==> config.mk <==
export PLATFORM = sky130hd
export DESIGN_NAME = seg_scan_decoder
export DESIGN_NICKNAME = d
export VERILOG_FILES = /design/src/rtl/seg_scan_decoder.sv
export SDC_FILE = /design/constraint.sdc
export NUM_CORES = 1
export LEC_CHECK = 0
export BUFFER_PORTS_ARGS = -buffer_cell sky130_fd_sc_hd__buf_4
export CAP_MARGIN = 0
export CELL_PAD_IN_SITES_DETAIL_PLACEMENT = 0
export CELL_PAD_IN_SITES_GLOBAL_PLACEMENT = 1
export CORE_AREA = 5 5 132 109
export DETAILED_ROUTE_END_ITERATION = 8
export DIE_AREA = 0 0 137 114
export GPL_TIMING_DRIVEN = 0
export HOLD_SLACK_MARGIN = 0.1
export PLACE_DENSITY_LB_ADDON = 0.12
export SETUP_SLACK_MARGIN = 0.15
export SYNTH_ARGS = -nofsm -noshare
export SYNTH_HDL_FRONTEND = slang
export SYNTH_SLANG_ARGS = --single-unit
==> constraint.sdc <==
create_clock -name clk -period 3.6 [get_ports clk]
set_input_delay 0.36 -clock clk [delete_from_list [all_inputs] [get_ports clk]]
set_output_delay 0.36 -clock clk [all_outputs]
set_load 0.02 [all_outputs]
==> src/rtl/seg_scan_decoder.sv <==
// +--------------------------------------------------------------------------+
// | seg_scan_decoder: rebuilds eight hex digits from 7-seg anode/cathode scan |
// | Optional macro SEG_SCAN_ROT_DETECT_EN enables the rotation detector.      |
// | Revision: 1.0                                                             |
// +--------------------------------------------------------------------------+
`default_nettype none

module seg_scan_decoder #(
  parameter int STABLE_CYC = 16,
  parameter int CNT_W      = 8
) (
  input  logic        clk,
  input  logic        rst_n,
  input  logic [7:0]  anode,
  input  logic [6:0]  cathode,
  output logic [31:0] digits,
  output logic        frame_valid,
  output logic        frame_err,
  output logic        rotated
);

  localparam logic [CNT_W-1:0] C_STABLE      = CNT_W'(STABLE_CYC);
  localparam logic [CNT_W-1:0] C_STABLE_LAST = CNT_W'(STABLE_CYC - 1);

  logic [7:0]       an_s1_q, an_s2_q;
  logic [6:0]       ca_s1_q, ca_s2_q;
  logic [14:0]      prev_q;
  logic [CNT_W-1:0] cnt_q, cnt_d;
  logic             latch_q, latch_d;
  logic [31:0]      buf_q, buf_d;
  logic [7:0]       mask_q, mask_d;
  logic [7:0]       err_q, err_d;
  logic [31:0]      digits_q;
  logic             frame_valid_q;
  logic             frame_err_q;

  logic [7:0] w_sel;
  logic       w_one;
  logic       w_chg;
  logic [2:0] w_idx;
  logic       w_cap;
  logic       w_full;
  logic [4:0] w_dec;

  // Returns {undecodable, nibble}; input is the active-high g..a shape.
  function automatic logic [4:0] decode(input logic [6:0] shape);
    logic [4:0] r;
    case (shape)
      7'h3F:   r = 5'h00;
      7'h06:   r = 5'h01;
      7'h5B:   r = 5'h02;
      7'h4F:   r = 5'h03;
      7'h66:   r = 5'h04;
      7'h6D:   r = 5'h05;
      7'h7D:   r = 5'h06;
      7'h07:   r = 5'h07;
      7'h7F:   r = 5'h08;
      7'h6F:   r = 5'h09;
      7'h77:   r = 5'h0A;
      7'h7C:   r = 5'h0B;
      7'h39:   r = 5'h0C;
      7'h5E:   r = 5'h0D;
      7'h79:   r = 5'h0E;
      7'h71:   r = 5'h0F;
      default: r = 5'h10;
    endcase
    return r;
  endfunction

  assign w_sel  = ~an_s2_q;
  assign w_one  = (w_sel != 8'h00) && ((w_sel & (w_sel - 8'd1)) == 8'h00);
  assign w_chg  = {an_s2_q, ca_s2_q} != prev_q;
  assign w_cap  = w_one && !w_chg && !latch_q && (cnt_q == C_STABLE_LAST);
  assign w_full = (mask_q == 8'hFF);
  assign w_dec  = decode(~ca_s2_q);

  always_comb begin
    w_idx = 3'd0;
    for (int i = 0; i < 8; i++) begin
      if (!an_s2_q[i]) w_idx = 3'(i);
    end
  end

  always_comb begin
    cnt_d   = cnt_q;
    latch_d = latch_q;
    if (!w_one || w_chg) begin
      cnt_d   = '0;
      latch_d = 1'b0;
    end else if (cnt_q != C_STABLE) begin
      cnt_d = cnt_q + 1'b1;
    end
    if (w_cap) latch_d = 1'b1;

    // Frame load clears mask/errors first so a same-cycle capture lands in the new frame.
    mask_d = w_full ? 8'h00 : mask_q;
    err_d  = w_full ? 8'h00 : err_q;
    buf_d  = buf_q;
    if (w_cap) begin
      mask_d[w_idx]              = 1'b1;
      err_d[w_idx]               = w_dec[4];
      buf_d[{w_idx, 2'b00} +: 4] = w_dec[3:0];
    end
  end

  always_ff @(posedge clk or negedge rst_n) begin
    if (!rst_n) begin
      an_s1_q       <= 8'hFF;
      an_s2_q       <= 8'hFF;
      ca_s1_q       <= 7'h7F;
      ca_s2_q       <= 7'h7F;
      prev_q        <= 15'h7FFF;
      cnt_q         <= '0;
      latch_q       <= 1'b0;
      buf_q         <= 32'h0;
      mask_q        <= 8'h00;
      err_q         <= 8'h00;
      digits_q      <= 32'h0;
      frame_valid_q <= 1'b0;
      frame_err_q   <= 1'b0;
    end else begin
      an_s1_q       <= anode;
      an_s2_q       <= an_s1_q;
      ca_s1_q       <= cathode;
      ca_s2_q       <= ca_s1_q;
      prev_q        <= {an_s2_q, ca_s2_q};
      cnt_q         <= cnt_d;
      latch_q       <= latch_d;
      buf_q         <= buf_d;
      mask_q        <= mask_d;
      err_q         <= err_d;
      frame_valid_q <= w_full;
      if (w_full) begin
        digits_q    <= buf_q;
        frame_err_q <= |err_q;
      end
    end
  end

  assign digits      = digits_q;
  assign frame_valid = frame_valid_q;
  assign frame_err   = frame_err_q;

`ifdef SEG_SCAN_ROT_DETECT_EN
  logic have_prev_q;
  logic rotated_q;

  // digits_q still holds the previous frame at the load edge, so it serves as prev_digits.
  always_ff @(posedge clk or negedge rst_n) begin
    if (!rst_n) begin
      have_prev_q <= 1'b0;
      rotated_q   <= 1'b0;
    end else begin
      rotated_q <= 1'b0;
      if (w_full) begin
        have_prev_q <= 1'b1;
        rotated_q   <= have_prev_q && !(|err_q) && !frame_err_q &&
                       (buf_q == {digits_q[3:0], digits_q[31:4]});
      end
    end
  end

  assign rotated = rotated_q;
`else
  assign rotated = 1'b0;
`endif

endmodule

`default_nettype wire

-- Word level (Yosys, flattened, before mapping)
Cells that the tools add are included.
- input bits: 17
- output and inout port bits: 35
- register bits after elaboration: 136
- reduce and logical (&&, ||, !) cells: 14
- bitwise logic cells: 4
- equality and inequality tests: 20
- magnitude comparators: 2
- multiplexer cells: 20
- add/sub/neg operators: 3
- shift-type cells: 2
- operators by type and width (kind ; count):
    equality test 7 bit, second input constant ; 12
    case mux 5 bit (16 select lines) ; 1
    2-to-1 mux 8 bit ; 6
    bitwise mux 32 bit ; 1
    variable shift 4 x 7 -> 32 bit, first input constant ; 1
    indexed part select 4 x 7 -> 32 bit ; 1
    2-to-1 mux 3 bit ; 6
    inequality test 15 bit ; 1
    equality test 7 x 3 -> 1 bit, second input constant ; 2
    equality test 7 x 6 -> 1 bit, second input constant ; 2
    adder 8 x 1 -> 8 bit, second input constant ; 1
    bitwise AND 8 bit ; 1
    bitwise mux 8 bit ; 1
    equality test 8 x 4 -> 1 bit, second input constant ; 1
    equality test 8 bit, second input constant ; 1
    zero test 8 bit ; 1
    inequality test 8 x 5 -> 1 bit, second input constant ; 1
    NOT 8 bit ; 1
    OR 8 bit ; 1
    nonzero test 8 bit ; 1
    OR reduction 8 bit ; 1
    subtractor 8 x 1 -> 8 bit, second input constant ; 1
    negator 5 -> 7 bit ; 1
    NOT 7 bit ; 1
    8 further kinds ; 18

-- Depth between registers and ports, before layout
- depth in word-level cells: 13
- mapped depth: 12
- gate-level depth less buffers: 11

-- Worst setup path after synthesis
Ideal clock, no wire load.
- path kind: register to register
- from: reg an_s2_q[3]
- to: reg buf_q[0]
- clock period less this slack: 2.938 ns
- path buffers: 1
- setup slack: 0.662 ns
- required time: 3.475 ns
- stages on the path, launching flop included: 11
- arrival time: 2.814 ns
- library setup time: 0.125 ns
- cell sequence: dfstp_2 -> buf_2 -> and2_1 -> nor2_1 -> or2_2 -> inv_1 -> ha_1 -> ha_1 -> or4_4 -> nor4_4 -> mux2_2
- word-level cells in the longest chain between the ends: 8
- ends and longest elaborated chain (item ; RTL line ; text):
    start, declared ; 25 ; logic [7:0] an_s1_q, an_s2_q;
    start signal, assigned ; 123 ; an_s2_q <= an_s1_q;
    2-to-1 mux 3 bit or NOT 8 bit (tied branches) ; 80, 70 ;
    2-to-1 mux 3 bit or subtractor 8 x 1 -> 8 bit (tied branches) ; 80, 71 ;
    2-to-1 mux 3 bit or bitwise AND 8 bit (tied branches) ; 80, 71 ;
    2-to-1 mux 3 bit or zero test 8 bit (tied branches) ; 80, 71 ;
    2-to-1 mux 3 bit or logical AND 1 bit (tied branches) ; 80, 71 ;
    negator 5 -> 7 bit or logical AND 1 bit (tied branches) ; 102, 73 ;
    indexed part select 4 x 7 -> 32 bit (tied with other cells) ; 102 ; buf_d[{w_idx, 2'b00} +: 4] = w_dec[3:0];
    bitwise mux 32 bit or logical AND 1 bit (tied branches) ; 102, 73 ;
    end signal, assigned ; 129 ; buf_q <= buf_d;
    end, declared ; 30 ; logic [31:0] buf_q, buf_d;
Parallel ways exist; a longest one is shown, timed or not.
A chain may end at the register's enable or synchronous reset.

-- Worst setup path in the final report
- from: reg an_s2_q[7]
- to: reg buf_q[31]
- word-level cells in the longest chain between the ends: 8
- ends and longest elaborated chain (item ; RTL line ; text):
    NOT 8 bit ; 70 ; assign w_sel = ~an_s2_q;
    subtractor 8 x 1 -> 8 bit ; 71 ; assign w_one = (w_sel != 8'h00) && ((w_sel & (w_sel - 8'd1)) == 8'h00);
    bitwise AND 8 bit ; 71 ;
    zero test 8 bit ; 71 ;
    logical AND 1 bit ; 71 ;
    logical AND 1 bit (3 in a row) ; 73 ; assign w_cap = w_one && !w_chg && !latch_q && (cnt_q == C_STABLE_LAST);
Parallel ways exist; a longest one is shown, timed or not.

==> metrics.md <==
| Metric | Value |
|---|---|
| Slew HR | 48.76% |
| Power Density | 458.4 mW/mm² |
| Die height | 114 µm |
| Final ANT Viol Nets | 0 |
| Post-synth top area cell | dfrtp_1 |
| DR WL/cell | 15.39 µm |
| Mapped cell area | 0.005968 mm² |
| Gr usage total | 17.66% |
| FP Rows | 38 |
| Fin worst setup slack | 336.0 ps |
| N_diodes | 0 |
| Final std cells w/o fill | 815 |
| Asr flop ratio synth | 100.0% |
| Estimated wirelength of the detail-placed design | 8.964 mm |
| Fraction of layout cells with a size suffix above 1 | 25.83% |
| Max frequency | 0.3064 GHz |
| Die Wd | 137 µm |
| Clock latency at the later pin of the worst-skew pair | roughly 420 ps |
| Final WL | 12.54 mm |
| Core ar. | 0.01308 mm² |
| Hold Path Class | reg2reg |
| Pleak | 3.403 nW |
| Vias in the first global route | 4236 |
| Post-layout min period | between 3000 and 4000 ps |
| Cts bufs inserted | 17 |
| Hold_ws | 353.6 ps |
| Seq/Total Area, Yosys | 57.97% |
| CTS tree | done |
| Aggregate global routing overflow | 0 |
| Combinational power share | 5.3% |
| Syn nets | approximately 560 |
| Synth top area cells | dfrtp_1 (38%), dfstp_2 (20%), nand2_1 (6.2%) |
| Worst slack, placed | 227.6 ps |
| DRC viols | 0 |
| Internal power | 2.640 mW |
| Total Power | 3.358 mW |
| Initial antenna violation count | 0 |
| Post-route cell area | roughly 0.0073 mm² |
| First-pass GRT wire length | 21.35 mm |
| Final Hold Fails | 0 |
| Crit Path Class | reg2reg |
| CP Data Arrival Time | around 3600 ps |
| RSZ-0062 raised after global routing | false |
| CTS Buffer Depth | 2 |
| Count of final setup violators | 0 |
| Sw frac | around a fifth |
| Final period utilization | 90.67% |
| Flops & latches, synth | 136 |
| Die ar. | 0.01562 mm² |
| Clock share of power | ~47% |
| RD Place Congestion | 0.8441 |
| Root buffer cell | clkbuf_16 |
| Clock-pin transition on the worst setup and hold timing paths | 60 ps |
| Count of max-cap constraint violations | 0 |
| Top_reg_cell synth | dfrtp_1 |
| Worst ir drop on vdd | 0.4027 mV |
| Seq pwr share | ~48% |
| Status | complete, no violations |
| Port-buffer cells | 50 |
| Drt pass-1 iters | 5 |
| Final Max Slew Viols | 0 |
| Number of vias per cell | approximately 5.2 |
| Clk sink count | 136 |
| H-tree levels | 4 |
| Most numerous cell in the Yosys netlist | nand2_1 |
| Setup tns final | 0 ps |
| Layout area overhead | 22.75% |
| Ys Warns | 0 |
| Area fraction of the dominant cell type after synthesis | 38.16% |
| Largest net degree at the start of global routing | 72 |
| Placed cell count | 765 |
| Syn Inst Count | 534 |
| Vias after detailed routing | roughly 4200 |
| Starting Density | a little under half |
| P_sw | 718.4 µW |
| Top Ports | 52 |
| Measured slew at the worst slew-check pin | 762.8 ps |
| Worst EP required | between 3000 and 4000 ps |
| Worst Path Max Fanout | 10 |
| Top cells by count, synth | nand2_1 (99), dfrtp_1 (91), dfstp_2 (45) |
| EDFF count, synth | 0 |
| Critical path startpoint category | flip-flop |
| DP Area | 0.006600 mm² |
| Core Util, Final | between 50 and 60% |
| Synth cell types | 52 |
| Synthesized area per cell | 11.18 µm² |
| DRT iter0 DRCs | 236 |
| Crit end category | flip-flop |
| Max Clock Skew | between 10 and 15 ps |
| Layout Nets | 648 |
==> per-layer routing <==
layer,share of wire [%],vias up,GRT usage (%)
li1,-,2006,-
met1,49,2112,25.01
met2,46,83,26.59
met3,3.7,22,4.321
met4,1.6,0,6.184
met5,0,-,0
==> sequential cells by signal (all words and copies together), names as in the netlist <==
register / flops
frame_valid: 1
frame_err: 1
ca_s1_q: 7
err_q: 8
digits: 32
an_s2_q: 8
mask_q: 8
ca_s2_q: 7
prev_q: 15
buf_q: 32
latch_q: 1
cnt_q: 8
an_s1_q: 8
==> critical path, cell delays in order, from the launching register on <==
cell     delay [ps]
dfstp_2         530
buf_2           230
nand2_1         160
or2_2           360
inv_1           110
ha_1            150
ha_1            300
a31oi_1         320
nand3_1         190
nor4_4          430
mux2_1          370
==> cell usage in the layout (no fill, tap or decap), drive strengths merged, types with 2 or more instances in the layout <==
cell type / instances
inv: 21
dfstp: 45
a21boi: 2
a31oi: 7
buf: 65
nand2b: 6
o2111ai: 2
nor3: 4
xnor2: 14
ha: 8
nand3: 16
a22oi: 4
o31ai: 2
dlygate4sd3: 16
nor2b: 5
a21oi: 5
or4: 5
nand4: 15
a21o: 4
and3: 4
a211oi: 2
nand2: 99
nor4: 18
clkinv: 2
or2: 4
mux2i: 22
dfrtp: 91
xor2: 5
or3: 6
nor2: 25
nand3b: 2
mux2: 18
and2: 11
clkbuf: 43
o21ai: 20
nor3b: 4
o211ai: 2
==> cell families (layout without fill, tap and decap cells) <==
group                      after synthesis  count (layout)  synth area share, %
and+or+nand+nor                        229             229                21.24
buffers and inverters                   46             147                3.312
AOI/OAI and AO/OA                       54              54                5.702
DFF                                    136             136                57.97
adders and majority gates                9               9                1.845
muxes                                   40              40                7.086
other                                    1               1              0.06283
xor gates and xnor gates                19              19                2.788
==> power by group through the flow <==
stage / Clock [mW] / Sequential, mW / Combinational [mW]
floorplan: 0 / 1.61 / 0.0907
global placement: 0 / 1.62 / 0.156
detailed placement: 0 / 1.62 / 0.163
CTS: 1.62 / 1.60 / 0.177
global route: 1.70 / 1.60 / 0.198
finish: 1.59 / 1.59 / 0.177
==> cell type report <==
type,instances,area (µm²)
buffer,25,118.9
sequential,136,3460
clock inverter,2,10.01
timing repair buffer,70,589.3
tap,180,225.2
fill,1160,5749
clock buffer,29,533.0
inverter,21,78.83
multi-input combinational,352,2311
==> final timing paths <==
| kind | start | to | slack [ps] | cells after the start |
|---|---|---|---|---|
| max | an_s2_q[7] | buf_q[31] | 340 | 10 |
| min | an_s1_q[0] | an_s2_q[0] | 350 | 0 |
| max reg2reg | an_s2_q[7] | buf_q[31] | 340 | 10 |
| min reg2reg | an_s1_q[0] | an_s2_q[0] | 350 | 0 |
| max in group asynchronous | rst_n | prev_q[14] | 2350 | 3 |
| min in group asynchronous | rst_n | digits[29] | 520 | 2 |
==> timing repair <==
item | CTS | global route
resized for setup | 0 | 0
setup buffers | 0 | 3
hold buffers | 16 | 0
hold endpoints to repair | 59 | 0
setup endpoints to repair | 0 | 9
Note: power is estimated with default switching activity, not from simulation.
